### src/rtl/addsub_pkg.sv
// Shared types and helpers for the pipelined add/subtract unit.
// Holds the operation encoding, flag payload and signed range bounds.
package addsub_pkg;

  localparam int MAX_W = 64;

  typedef enum logic [1:0] {
    OP_SUB     = 2'd0,
    OP_ADD     = 2'd1,
    OP_RSUB    = 2'd2,
    OP_ABSDIFF = 2'd3
  } op_e;

  typedef struct packed {
    logic cb;
    logic ovf;
  } flags_t;

  // Largest two's-complement value of a w-bit word, zero-padded to MAX_W.
  function automatic logic [MAX_W-1:0] smax_bound(input int unsigned w);
    return (64'd1 << (w - 32'd1)) - 64'd1;
  endfunction

  // Most negative two's-complement value of a w-bit word, zero-padded to MAX_W.
  function automatic logic [MAX_W-1:0] smin_bound(input int unsigned w);
    return 64'd1 << (w - 32'd1);
  endfunction

endpackage

### src/rtl/addsub_core.sv
// Combinational raw result, borrow/carry, overflow and clamp value for one
// add/subtract transaction; saturation itself is applied by the caller.
module addsub_core
  import addsub_pkg::*;
#(
  parameter int WIDTH = 4
) (
  input  logic [WIDTH-1:0] a,
  input  logic [WIDTH-1:0] b,
  input  op_e              op,
  input  logic             sgn,
  output logic [WIDTH-1:0] res,
  output logic [WIDTH-1:0] sat_val,
  output logic             cb,
  output logic             ovf
);

  localparam logic [WIDTH-1:0] SMAX = WIDTH'(smax_bound(WIDTH));
  localparam logic [WIDTH-1:0] SMIN = WIDTH'(smin_bound(WIDTH));

  logic [WIDTH:0]   ea_s;
  logic [WIDTH:0]   eb_s;
  logic [WIDTH:0]   raw_s;
  logic [WIDTH-1:0] lsum_s;
  logic             lt_ab_s;
  logic             lt_ba_s;
  logic             carry_s;

  // Operand extension, ordering under the selected signedness, unsigned carry
  always_comb begin
    if (sgn) begin
      ea_s = {a[WIDTH-1], a};
      eb_s = {b[WIDTH-1], b};
    end else begin
      ea_s = {1'b0, a};
      eb_s = {1'b0, b};
    end
    lt_ab_s = $signed(ea_s) < $signed(eb_s);
    lt_ba_s = $signed(eb_s) < $signed(ea_s);
    lsum_s  = a + b;
    carry_s = (lsum_s < a);
  end

  // WIDTH+1 bits hold every true sum/difference, so overflow is read off the top bits
  always_comb begin
    raw_s   = {(WIDTH+1){1'b0}};
    cb      = 1'b0;
    ovf     = 1'b0;
    sat_val = {WIDTH{1'b0}};
    case (op)
      OP_SUB: begin
        raw_s = ea_s - eb_s;
        cb    = lt_ab_s;
      end
      OP_ADD: begin
        raw_s = ea_s + eb_s;
        cb    = carry_s;
      end
      OP_RSUB: begin
        raw_s = eb_s - ea_s;
        cb    = lt_ba_s;
      end
      OP_ABSDIFF: begin
        if (lt_ab_s) begin
          raw_s = eb_s - ea_s;
        end else begin
          raw_s = ea_s - eb_s;
        end
        cb = lt_ab_s;
      end
      default: begin
        raw_s = {(WIDTH+1){1'b0}};
        cb    = 1'b0;
      end
    endcase

    if (op == OP_ABSDIFF) begin
      ovf = 1'b0;
    end else if (sgn) begin
      ovf = raw_s[WIDTH] ^ raw_s[WIDTH-1];
    end else begin
      ovf = raw_s[WIDTH];
    end

    if (sgn) begin
      sat_val = raw_s[WIDTH] ? SMIN : SMAX;
    end else if (op == OP_ADD) begin
      sat_val = {WIDTH{1'b1}};
    end else begin
      sat_val = {WIDTH{1'b0}};
    end

    res = raw_s[WIDTH-1:0];
  end

endmodule

### src/rtl/addsub_pipe.sv
// Two-stage pipelined add/subtract unit with valid/ready on both sides.
// Stage 1 holds operands and feeds the core; stage 2 holds the saturated result.
module addsub_pipe
  import addsub_pkg::*;
#(
  parameter int WIDTH       = 4,
  parameter bit SAT_DEFAULT = 1'b0,
  parameter bit SAT_EN      = 1'b1
) (
  input  logic             clk,
  input  logic             rst,
  input  logic             in_valid,
  output logic             in_ready,
  input  logic [WIDTH-1:0] in_a,
  input  logic [WIDTH-1:0] in_b,
  input  logic [1:0]       in_op,
  input  logic             in_signed,
  input  logic             in_sat,
  output logic             out_valid,
  input  logic             out_ready,
  output logic [WIDTH-1:0] out_result,
  output logic             out_cb,
  output logic             out_ovf
);

  typedef struct packed {
    logic [WIDTH-1:0] result;
    flags_t           flags;
  } payload_t;

  logic             v1_r;
  logic             v2_r;
  logic [WIDTH-1:0] a1_r;
  logic [WIDTH-1:0] b1_r;
  op_e              op1_r;
  logic             sgn1_r;
  logic             sat1_r;
  payload_t         out_r;
  payload_t         out_nxt_s;

  logic             s2_load_s;
  logic             s1_load_s;
  logic             sat_sel_s;
  logic [WIDTH-1:0] res_s;
  logic [WIDTH-1:0] sat_val_s;
  logic             cb_s;
  logic             ovf_s;

  // A full pipe still accepts when the output is being drained this cycle
  assign s2_load_s = !v2_r || out_ready;
  assign in_ready  = !rst && (!v1_r || s2_load_s);
  assign s1_load_s = in_valid && in_ready;
  assign sat_sel_s = SAT_EN ? in_sat : SAT_DEFAULT;

  addsub_core #(
    .WIDTH(WIDTH)
  ) u_core (
    .a      (a1_r),
    .b      (b1_r),
    .op     (op1_r),
    .sgn    (sgn1_r),
    .res    (res_s),
    .sat_val(sat_val_s),
    .cb     (cb_s),
    .ovf    (ovf_s)
  );

  // Stage-2 payload: clamp only when saturation is requested and the result overflowed
  always_comb begin
    out_nxt_s.flags.cb  = cb_s;
    out_nxt_s.flags.ovf = ovf_s;
    if (sat1_r && ovf_s) begin
      out_nxt_s.result = sat_val_s;
    end else begin
      out_nxt_s.result = res_s;
    end
  end

  // Stage 1: operand and per-transaction mode capture
  always_ff @(posedge clk or posedge rst) begin
    if (rst) begin
      v1_r   <= 1'b0;
      a1_r   <= {WIDTH{1'b0}};
      b1_r   <= {WIDTH{1'b0}};
      op1_r  <= OP_SUB;
      sgn1_r <= 1'b0;
      sat1_r <= 1'b0;
    end else if (s1_load_s) begin
      v1_r   <= 1'b1;
      a1_r   <= in_a;
      b1_r   <= in_b;
      op1_r  <= op_e'(in_op);
      sgn1_r <= in_signed;
      sat1_r <= sat_sel_s;
    end else if (s2_load_s) begin
      v1_r <= 1'b0;
    end else begin
      v1_r <= v1_r;
    end
  end

  // Stage 2: result register, held stable while the consumer stalls
  always_ff @(posedge clk or posedge rst) begin
    if (rst) begin
      v2_r  <= 1'b0;
      out_r <= '{result: {WIDTH{1'b0}}, flags: '{cb: 1'b0, ovf: 1'b0}};
    end else if (s2_load_s) begin
      v2_r <= v1_r;
      if (v1_r) begin
        out_r <= out_nxt_s;
      end else begin
        out_r <= out_r;
      end
    end else begin
      v2_r  <= v2_r;
      out_r <= out_r;
    end
  end

  assign out_valid  = v2_r;
  assign out_result = out_r.result;
  assign out_cb     = out_r.flags.cb;
  assign out_ovf    = out_r.flags.ovf;

endmodule

### config.mk
export PLATFORM = sky130hd
export DESIGN_NAME = addsub_pipe
export DESIGN_NICKNAME = d
export VERILOG_FILES = /design/src/rtl/addsub_pkg.sv /design/src/rtl/addsub_core.sv /design/src/rtl/addsub_pipe.sv
export SDC_FILE = /design/constraint.sdc
export NUM_CORES = 1
export LEC_CHECK = 0
export BUFFER_PORTS_ARGS = -buffer_cell sky130_fd_sc_hd__buf_4
export CAP_MARGIN = 10
export CORE_MARGIN = 10
export CORE_UTILIZATION = 25
export CTS_BUF_LIST = sky130_fd_sc_hd__clkbuf_16
export DETAILED_ROUTE_END_ITERATION = 7
export PLACE_DENSITY_LB_ADDON = 0.05
export SYNTH_ARGS = -nofsm -noshare
export SYNTH_HDL_FRONTEND = slang
export SYNTH_HIERARCHICAL = 1
export SYNTH_SLANG_ARGS = --single-unit
### constraint.sdc
create_clock -name clk -period 3.3 [get_ports clk]
set_clock_uncertainty 0.15 [all_clocks]
set_input_delay 0.33 -clock clk [delete_from_list [all_inputs] [get_ports clk]]
set_output_delay 0.33 -clock clk [all_outputs]
set_load 0.005 [all_outputs]
# After elaboration in Yosys (flattened, before gate mapping)
# Index checks and enable logic that the tools add are counted.
[word_totals]
output_inout_bits = 8
register_bits = 20
in_bits = 16
[op_classes]
n_reduce_logical = 12
addsub = 4
n_bitwise = 1
n_eq_ne = 3
order_cmp = 3
n_mux = 13
[op_table]
columns = ["operator", "count"]
rows = [
  ["one-hot mux 5 bit (4 select lines)", 1],
  ["two-way mux 4 bit", 4],
  ["two-way mux 5 bit", 3],
  ["< comparator 5 bit", 2],
  ["subtractor 5 bit", 2],
  ["adder 5 bit", 1],
  ["adder 4 bit", 1],
  ["equality test 2 bit (second input constant)", 2],
  ["< comparator 4 bit", 1],
  ["two-way mux 1 bit", 4],
  ["logical AND 1 bit", 3],
  ["zero test 1 bit", 3],
  ["one-hot mux 1 bit (3 select lines)", 1],
  ["equality test 2 x 1 -> 1 bit (second input constant)", 1],
  ["zero test 2 bit", 1],
  ["logical OR 1 bit", 2],
  ["AND reduction 2 bit", 1],
  ["nonzero test 2 bit", 1],
  ["OR reduction 2 bit", 1],
  ["bitwise XOR 1 bit", 1],
]

# Logic depth before layout (Yosys ltp)
[depth]
ltp_word = 9
ltp_mapped = 14
mapped_depth_nobuf = 14

# Hierarchy
# The synthesis kept the hierarchy.
[by_module_without_submodules]
columns = ["mod", "cells_per_inst", "area_per_inst_um2", "instances"]
rows = [
  ["addsub_core", 124, 954.7, 1],
  ["addsub_pipe", 58, 879.6, 1],
]

# Least setup slack after synthesis
# OpenSTA, ideal clock, no wires.
[synth_path]
path_kind = "flip-flop to flip-flop"
from = "register b1_r[0]"
to = "register out_r (netlist bit out_result[0])"
setup_slack_ns = 0.565
t_arrival_ns = 2.462
synth_period_minus_slack_ns = 2.735
stages_incl_launch_ff = 15
cell_sequence = "dfrtp_1 inv_1 ha_1 inv_1 fa_1 a21o_1 a21oi_1 xor2_1 a22oi_1 o22a_2 a21o_1 a21oi_2 nand2_1 mux2i_1 a21oi_1"
[synth_lines]
columns = ["item", "line", "source"]
rows = [
  ["from (decl)", "addsub_pipe.sv:34", "logic [WIDTH-1:0] b1_r;"],
  ["from (signal assigned)", "addsub_pipe.sv:84", "b1_r <= {WIDTH{1'b0}};"],
  ["from (signal assigned)", "addsub_pipe.sv:91", "b1_r <= in_b;"],
  ["to (signal assigned)", "addsub_pipe.sv:106", "out_r <= '{result: {WIDTH{1'b0}}, flags: '{cb: 1'b0, ovf: 1'b0}};"],
  ["to (signal assigned)", "addsub_pipe.sv:110", "out_r <= out_nxt_s;"],
  ["to (signal assigned)", "addsub_pipe.sv:112", "out_r <= out_r;"],
  ["to (decl)", "addsub_pipe.sv:38", "payload_t out_r;"],
]

==> flow_summary_export.csv <==
group,metric,value,unit
run_status,status,"completed",
floorplanning,fp.dieH,106,um
setup_path,crit_fanout,8,
sta,tns,0,ps
logic_synthesis,synth.distinct_cells,51,
logic_synthesis,synth_top_family_by_area,"compound AO/OA/AOI/OAI gates",
min_path,hp-class,"in2reg",
min_path,hold_path.startpoint,"in_signed",
finish,final_util,30.3,%
logic_synthesis,syn_area,1830,um2
cts,clockBufferDepth,2,
logic_synthesis,synthCells,182,
setup_path,crit_path_cell_trace,"inv_1 -> ha_1 -> inv_2 -> a211oi_2 -> or3_4 -> a31oi_4 -> o22a_2 -> a21o_1 -> a21oi_2 -> nand2_2 -> mux2i_1 -> a21oi_1",
setup_path,cp.required,3280,ps
setup_path,cp.arrival,3010,ps
cts,clk_latency,250,ps
floorplanning,core_area,7180,um2
finish,antenna_cells,0,
setup_path,end_kind,"flip-flop",
power,internal_power,0.000861,W
floorplanning,dieArea,11200,um2
power,p_comb_share,56.4,%
floorplanning,io_pins,24,
min_path,hold-path-endpoint,"sgn1_r$_DFFE_PP0P_",
floorplanning,fp.dieW,106,um
logic_synthesis,synthMuxAreaShare,13.2,%
power,netSwitchingFraction,39.7,%
logic_synthesis,ys_seq_area_share,27.3,%
floorplanning,core.rowCount,31,
sta,relSlewSlack,68.0,%
setup_path,rrSetupSlack,270,ps
grt,antenna_found_initial,0,
min_path,hold_depth,2,
logic_synthesis,ys_warn_count,6,
power,p_leak,1.02,nW
placed_design,port_buffers,23,
routing,drtIter0Drc,55,
finish,syn2layout_area_growth,18.4,%
logic_synthesis,ys_ff_latch,20,
sta,fin_crit,3030,ps
logic_synthesis,synth_xor_area_share,4.30,%
floorplanning,start_util,25.6,%
setup_path,path_class,"reg2reg",
logic_synthesis,ys.flop_type,"dfrtp_1",
grt,grt_max_degree,23,
power,vdd_drop_max,0.000343,V
cts,cts_root_buf,"clkbuf_16",
logic_synthesis,avgSynthCellArea,10.1,um2
power,clock_power_share,18.0,%
logic_synthesis,synth_adder_area_share,15.6,%
routing,drc_errors,0,
cts,cts_tree,"done",
logic_synthesis,yosys.area_share.simple,12.6,%
setup_path,r2r_start,"a1_r[3]$_DFFE_PP0P_",
cts,cts.htree.levels,1,
sta,hold_violations,0,
setup_path,worstRegToRegCells,12,
power,pwr-share-seq,25.6,%
cts,cts_inserted_buffers,3,
setup_path,cp.depth,12,
finish,drive_gt1_share,29.9,%
setup_path,path_buf_inv,2,
placed_design,gp_congestion,0.817,
cts,clock-sinks,20,
logic_synthesis,synth-compound-area-share,19.1,%
setup_path,crit_slowest_cell,"ha_1",
routing,wl_per_cell,14.8,um
sta,report.final.slew_viol_count,0,
sta,setup-violations-final,0,
sta,rsz0062_at_grt,"false",
finish,final_nets,242,
power,p_per_area,657,nW/um2
cts,clkTransAtPathRegs,60,ps
routing,ant_nets,0,
setup_path,r2r-end,"out_result[2]$_DFFE_PP0P_",
power,power.switching,0.000567,W
cts,postCtsSetupBuffers,0,
routing,num_vias,1334,
setup_path,max_stage_delay,460,ps
grt,grt_pass1_wl,7610,um
setup_path,path_delay_family,"compound AO/OA/AOI/OAI gates",
routing,vias_per_cell,4.40,
routing,wirelength,4480,um
grt,grt_pass1_vias,1523,
logic_synthesis,synth.net_count,219,
setup_path,crit_path_start_kind,"flip-flop",
sta,fmax,0.330,GHz
logic_synthesis,synth_edf_count,0,
sta,period_share,91.9,%
grt,grt_usage,8.33,%
job,maxCapViolCount,0,
placed_design,hpwl,3660,um
sta,tightest_slew,479,ps
grt,grt.overflow.total,0,
logic_synthesis,async_flop_share,100,%
routing,first_pass_iters,4,
[layout by cell type, fill, tap and decap left out, drive strengths merged, types with 3 or more instances in the layout]
cell    netlist  layout
inv          20      20
dfrtp        20      20
a211oi        3       3
xor2          4       4
nand2b        5       5
o21ai         4       4
mux2i         4       4
a21o          4       4
fa            3       3
a21oi        20      20
clkbuf        0       3
and2          5       5
buf           8      25
ha           18      18
nand2         5       5
mux2         14      14
nor2         11      11
xnor2         5       5
[worst reg2reg max path, stage by stage, from the launching register on]
cell	delay, ps
dfrtp_1	430
inv_1	100
ha_1	460
inv_2	130
a211oi_2	350
or3_4	230
a31oi_4	100
o22a_2	240
a21o_1	170
a21oi_2	180
nand2_2	120
mux2i_1	170
a21oi_1	90
[registers in the layout (all words and copies together), names as in the netlist]
register / count
out_cb: 1
sat1_r: 1
sgn1_r: 1
a1_r: 4
v1_r: 1
b1_r: 4
op1_r: 2
out_ovf: 1
out_valid: 1
out_result: 4
[metrics by stage]
| step | setup WS, ps | hold slack [ps] | cells | area [um2] | total power, W |
|---|---|---|---|---|---|
| global route | 15.7 | 150 | 303 | 2170 | 0.00156 |
| floorplan | 565 | 164 | 182 | 1830 | 0.000974 |
| finish | 267 | 153 | 303 | 2170 | 0.00143 |
| CTS | 164 | 148 | 303 | 2160 | 0.00145 |
| detailed placement | 176 | 259 | 298 | 2080 | 0.00117 |
| global placement | 187 | 251 | 298 | 2080 | 0.00118 |
[layer usage]
metal  global-route usage (%)  part of all wire [%]
met1                     10.4                    48
met4                     2.61                   1.2
met5                        0                     0
met3                     1.71                   2.8
met2                     14.0                    48
[area by class of cell]
| cell class | instances | area, um2 |
|---|---|---|
| clock buffer | 3 | 75.1 |
| clock inverter | 1 | 3.75 |
| fill | 762 | 5000 |
| inverter | 20 | 75.1 |
| multi-input combinational | 134 | 1200 |
| sequential | 20 | 500 |
| tap | 99 | 124 |
| timing repair buffer | 26 | 198 |
[synthesized netlist by cell type (3+ instances only)]
master	instances	share of area (%)
xnor2_1	5	2.4
nand2b_1	4	1.4
xor2_1	4	1.9
mux2i_1	4	2.2
and2_1	4	1.4
buf_6	4	2.5
a21oi_1	18	4.9
a21o_1	4	1.6
ha_1	18	12
fa_1	3	3.3
nand2_1	5	1.0
nor2_1	11	2.3
mux2_4	12	9.8
dfrtp_1	20	27
inv_1	19	3.9
[power groups by stage]
stage	Combinational [W]	Clock [W]	Sequential [W]
after floorplan	0.000613	0	0.000361
after global placement	0.000812	0	0.000369
after detailed placement	0.000802	0	0.000370
after CTS	0.000809	0.000271	0.000367
after global routing	0.000907	0.000279	0.000379
final	0.000805	0.000257	0.000366
[cells by family after synthesis]
logic type	after synthesis
compound gates	48
xor+xnor	9
fa+ha+maj	21
buf+inv	28
flops	20
mux	18
simple gates	38
[how the worst max path moves through the flow]
stage	from	end	slack, ps
floorplan	b1_r[0]$_DFFE_PP0P_	out_result[0]$_DFFE_PP0P_	570
global placement	a1_r[2]$_DFFE_PP0P_	out_result[3]$_DFFE_PP0P_	190
detailed placement	a1_r[2]$_DFFE_PP0P_	out_result[2]$_DFFE_PP0P_	180
CTS	a1_r[2]$_DFFE_PP0P_	out_result[2]$_DFFE_PP0P_	160
global route	b1_r[0]$_DFFE_PP0P_	out_result[3]$_DFFE_PP0P_	20
finish	a1_r[3]$_DFFE_PP0P_	out_result[2]$_DFFE_PP0P_	270
[repair_timing]
action | 4_1_cts | 5_1_grt
hold buffers | 1 | 0
gates resized for setup | 0 | 3
endpoints found under the setup margin | 0 | 4
hold endpoints to repair | 20 | 0
(Power assumes the default switching activity.)
